`config.mk`:
```
export PLATFORM = sky130hd
export DESIGN_NAME = uart_prog_sender
export DESIGN_NICKNAME = d
export VERILOG_FILES = /design/src/rtl/uart_prog_sender.sv
export SDC_FILE = /design/constraint.sdc
export NUM_CORES = 1
export LEC_CHECK = 0
export BUFFER_PORTS_ARGS = -buffer_cell sky130_fd_sc_hd__buf_4
export CAP_MARGIN = 5
export CORE_AREA = 2 2 91 67
export DETAILED_ROUTE_END_ITERATION = 8
export DIE_AREA = 0 0 93 69
export GPL_TIMING_DRIVEN = 1
export PLACE_DENSITY = 0.88
export REMOVE_ABC_BUFFERS = 1
export SETUP_SLACK_MARGIN = 0.4
export SYNTH_ARGS = -nofsm -noshare
export SYNTH_HDL_FRONTEND = slang
export SYNTH_SLANG_ARGS = --single-unit
```
`constraint.sdc`:
```
create_clock -name clk -period 3.09 [get_ports clk]
set_clock_uncertainty 0.15 [all_clocks]
set_input_delay 0.927 -clock clk [delete_from_list [all_inputs] [get_ports clk]]
set_output_delay 0.927 -clock clk [all_outputs]
set_load 0.05 [all_outputs]
```
`src/rtl/uart_prog_sender.sv`:
```
// UART program-load sender: 8N1 serializer plus a sequencer that emits 0x55, an idle gap,
// 0xAA, then len streamed program bytes; a pass-through byte path is available when idle.
module uart_prog_sender #(
    parameter int unsigned CLOCK_HZ = 27000000,
    parameter int unsigned BAUD     = 115200,
    parameter int unsigned GAP_US   = 1000
) (
    input  logic        clk,
    input  logic        rst,
    input  logic        start,
    input  logic [15:0] len,
    output logic        busy,
    output logic        done,
    input  logic [7:0]  src_data,
    input  logic        src_valid,
    output logic        src_ready,
    input  logic        wr,
    input  logic [7:0]  tx_data,
    output logic        tx_ready,
    output logic        tx
);

    localparam int unsigned BIT_CYC = CLOCK_HZ / BAUD;
    localparam int unsigned GAP_CYC =
        int'((longint'(CLOCK_HZ) * longint'(GAP_US)) / longint'(1000000));
    localparam int unsigned BIT_W = (BIT_CYC > 1) ? $clog2(BIT_CYC) : 1;
    localparam int unsigned GAP_W = (GAP_CYC > 1) ? $clog2(GAP_CYC) : 1;

    typedef enum logic [2:0] {
        IDLE, SEND55, GAP, SENDAA, STREAM, FIN
    } state_t;

    state_t           state_q, state_d;
    logic [9:0]       shift_q, shift_d;
    logic [3:0]       bit_q, bit_d;
    logic [BIT_W-1:0] cyc_q, cyc_d;
    logic             active_q, active_d;
    logic [GAP_W-1:0] gap_q, gap_d;
    logic [15:0]      cnt_q, cnt_d;

    logic       ser_idle, ser_last, accept, wr_go, gap_end, src_take;
    logic       load;
    logic [7:0] load_byte;

    assign ser_idle = !active_q;
    assign ser_last = active_q && (bit_q == 4'd9) && (cyc_q == BIT_W'(BIT_CYC - 1));
    assign accept   = (state_q == IDLE) && ser_idle && start;
    // start wins over wr in the same cycle; the wr byte is dropped
    assign wr_go    = (state_q == IDLE) && ser_idle && wr && !start;
    assign gap_end  = (state_q == GAP) && (gap_q == GAP_W'(GAP_CYC - 1));
    assign src_take = src_ready && src_valid;

    always_ff @(posedge clk) begin
        if (rst) state_q <= IDLE;
        else     state_q <= state_d;
    end

    always_comb begin
        state_d = state_q;
        unique case (state_q)
            IDLE:    if (accept)   state_d = SEND55;
            SEND55:  if (ser_last) state_d = GAP;
            GAP:     if (gap_end)  state_d = SENDAA;
            SENDAA:  if (ser_last) state_d = (cnt_q == 16'd0) ? FIN : STREAM;
            STREAM:  if (ser_last && cnt_q == 16'd0) state_d = FIN;
            FIN:     state_d = IDLE;
            default: state_d = IDLE;
        endcase
    end

    always_comb begin
        busy      = (state_q != IDLE);
        done      = (state_q == FIN);
        tx_ready  = (state_q == IDLE) && ser_idle;
        src_ready = (state_q == STREAM) && ser_idle && (cnt_q != 16'd0);
        load      = 1'b0;
        load_byte = '0;
        if (accept) begin
            load      = 1'b1;
            load_byte = 8'h55;
        end else if (wr_go) begin
            load      = 1'b1;
            load_byte = tx_data;
        end else if (gap_end) begin
            load      = 1'b1;
            load_byte = 8'hAA;
        end else if (src_take) begin
            load      = 1'b1;
            load_byte = src_data;
        end
    end

    always_comb begin
        shift_d  = shift_q;
        bit_d    = bit_q;
        cyc_d    = cyc_q;
        active_d = active_q;
        // ones shift in behind the frame, so tx rests high without extra muxing
        if (load) begin
            shift_d  = {1'b1, load_byte, 1'b0};
            bit_d    = '0;
            cyc_d    = '0;
            active_d = 1'b1;
        end else if (active_q) begin
            if (cyc_q == BIT_W'(BIT_CYC - 1)) begin
                cyc_d   = '0;
                shift_d = {1'b1, shift_q[9:1]};
                bit_d   = bit_q + 4'd1;
                if (bit_q == 4'd9) active_d = 1'b0;
            end else begin
                cyc_d = cyc_q + BIT_W'(1);
            end
        end
        gap_d = ((state_q == GAP) && !gap_end) ? gap_q + GAP_W'(1) : '0;
        cnt_d = cnt_q;
        if (accept)        cnt_d = len;
        else if (src_take) cnt_d = cnt_q - 16'd1;
    end

    always_ff @(posedge clk) begin
        if (rst) begin
            shift_q  <= '1;
            bit_q    <= '0;
            cyc_q    <= '0;
            active_q <= 1'b0;
            gap_q    <= '0;
            cnt_q    <= '0;
        end else begin
            shift_q  <= shift_d;
            bit_q    <= bit_d;
            cyc_q    <= cyc_d;
            active_q <= active_d;
            gap_q    <= gap_d;
            cnt_q    <= cnt_d;
        end
    end

    assign tx = shift_q[0];

endmodule

```
==> impl_results.md <==
- DIE WIDTH: 93 um
- Tightest Pin Transition: 0.8317 ns
- GRT overflow: 0
- Root Driver: clkbuf_8
- Slew Viols, Final: 0
- Post-synth ARST share: 0%
- First drt pass iteration count: 4
- CP Class: reg -> out
- Fmax: 0.3784 GHz
- Worst vdd ir: 0.2651 mV
- Worst hold path type: reg -> reg
- Drt drc: 0
- Final cell count without fillers: 467
- Maxcap violations: 0
- Most common cell after layout, fill and taps aside: dfxtp_1
- Yosys top cell area share: 36.59%
- GPL Wtd Cong: 0.8487
- Post-Place Cells: 454
- Mapped Avg Cell Area: 8.805 um^2
- Final hold vios: 0
- Clk sinks: 56
- Largest net degree at the start of global routing: 25
- Worst slew margin: 44.49%
- Cell area after synthesis: 3064 um^2
- Reg clk slew, reported paths: 0.10 ns
- Final setup viols: 0
- Initial DRC Count: 171
- WP data required: 2.01 ns
- Ys Warns: 0
- Antenna violations before repair: 0
- Power per standard cell area: 487.6 nW/um^2
- Core Util, Final: 65.99%
- Buffers on Ports: 41
- Type of origin of the critical path: flip-flop
- Area leader, netlist: dfxtp_1
- Drt total wl: 7.077 mm
- Static Leak: 1.291 nW
- Antenna violation net count after detailed routing: 0
- CP endpoint kind: output pin
- WL/cell: 15.15 um
- Layout Nets: 434
- Netlist cell types: 59
- FILL cells: 464
- Area grow syn2layout: 18.99%
- Max FO, Critical Path: 3
- CTS tree: built
- Most used DFF post-synth: dfxtp_1
- RSZ-0062 raised after global routing: true
- Post-synth EDFFs: 0
- Data arrival, critical path: 1.57 ns
- Number of global-route vias before repair: 2440
- Initial Util: 55.46%
- Die area: 6417 um^2
- Cell Rows: 23
- Register area share after synthesis: 36.59%
- Via density: 5.805
- Core area: 5525 um^2
- Layout cells sized above 1: 22.45%
- Synth top area cells: dfxtp_1, xor2_1, nor2_1
- Global-route wire length before repair: 11.56 mm
- Num CTS Buffers: 5
- CTS max path bufs: 2
- Die Y: 69 um
- Fin crit share: 85.52%
- DP Wirelength: 4.904 mm
- Most frequent cells in the layout: dfxtp_1, buf_4, nor2_1
- Via count: 2711
- IO Pins: 42
- Ant diodes: 0
- Final min period: 2.643 ns
- CTS Hold Bufs: 0
- Status: finished clean
- Htree depth: 2
- Post-synthesis cell count: 348
- Clock Latency Late Sink: 0.32 ns
- Synthesized flop and latch total: 56
- GRT Total Usage: 22.02%
[worst max-delay path, stage by stage (launching register included)]
cell and delay, ns:
dfxtp_2 0.34, inv_2 0.07, ha_4 0.15, nor4b_4 0.25
nand4_4 0.11, and2_4 0.19, buf_8 0.14
[layout make-up]
| type | count | area, um^2 | area share (%) |
|---|---|---|---|
| clock buffers | 5 | 68.82 | 1.887 |
| repair buffers | 52 | 410.4 | 11.26 |
| flip-flops and latches | 56 | 1125 | 30.85 |
| multi-input cells | 266 | 1863 | 51.10 |
| inverters | 10 | 37.54 | 1.030 |
| clock inverters | 3 | 47.55 | 1.304 |
| well taps | 75 | 93.84 | 2.574 |
[layer usage]
layer / up-vias / share of wire, % / track usage, %
li1: 1350 / - / -
met1: 1245 / 45 / 30.74
met2: 105 / 47 / 34.62
met3: 11 / 7.0 / 4.262
met4: 0 / 1.3 / 6.373
met5: - / 0 / 0
[cells by family (layout without fill, tap and decap cells)]
family | count (synthesis) | in the layout | share of synthesized area, %
xor+xnor | 32 | 32 | 9.146
flops | 56 | 56 | 36.59
buf+inv | 26 | 70 | 4.043
simple gates | 160 | 160 | 30.42
mux | 8 | 8 | 2.613
compound gates | 60 | 60 | 14.74
fa+ha+maj | 6 | 6 | 2.450
[timing repair]
action / CTS / global route
pin swaps: 3 / 2
endpoints found under the setup margin: 2 / 1
gates resized for setup: 5 / 9
setup buffers: 3 / 2
[stage by stage]
step	TNS [ns]	instance area, um^2	worst slack, ns	hold WS (ns)	total power (W)
4_1_cts	0	3606	0.3967	0.3310	0.001763
6_report	0	3646	0.4474	0.3244	0.001778
5_1_grt	0	3646	0.3865	0.3424	0.001859
3_3_place_gp	0	3437	0.5383	0.2969	0.001232
2_1_floorplan	-0.3604	2978	-0.2218	0.2798	0.001108
3_5_place_dp	0	3437	0.4944	0.3065	0.001246
[final timing paths]
kind / start / slack [ns] / endpoint / cells after the start
max: cnt_q[1] / 0.45 / src_ready / 6
max reg2reg: gap_q[12] / 0.68 / shift_q[8] / 5
min reg2reg: gap_q[0] / 0.32 / gap_q[0] / 1
min: gap_q[0] / 0.32 / gap_q[0] / 1
[where the power goes]
| group | internal [W] | total [W] | leakage [nW] | switching [W] |
|---|---|---|---|---|
| registers | 0.000773 | 0.000844 | 0.458 | 0.0000711 |
| logic | 0.000196 | 0.000438 | 0.774 | 0.000243 |
| clock network | 0.000245 | 0.000495 | 0.0583 | 0.000251 |
[cell usage after synthesis (4+ instances only)]
library cell / instances
xor2_1: 22
a21oi_1: 11
buf_2: 6
clkbuf_1: 7
nand3_1: 18
nand3b_1: 5
o21ai_0: 10
nor3_1: 11
xnor2_1: 10
nand2_1: 25
dfxtp_1: 56
mux2i_1: 8
and3_1: 5
and2_1: 5
a32oi_1: 4
nor2_1: 48
a211oi_1: 12
ha_1: 6
nand4_1: 12
inv_1: 10
[sequential cells by signal, summed over array words and instances (netlist names)]
name / flops
cyc_q: 8
state_q: 3
bit_q: 4
gap_q: 15
shift_q: 9
cnt_q: 16
active_q: 1
(Power assumes the default switching activity.)
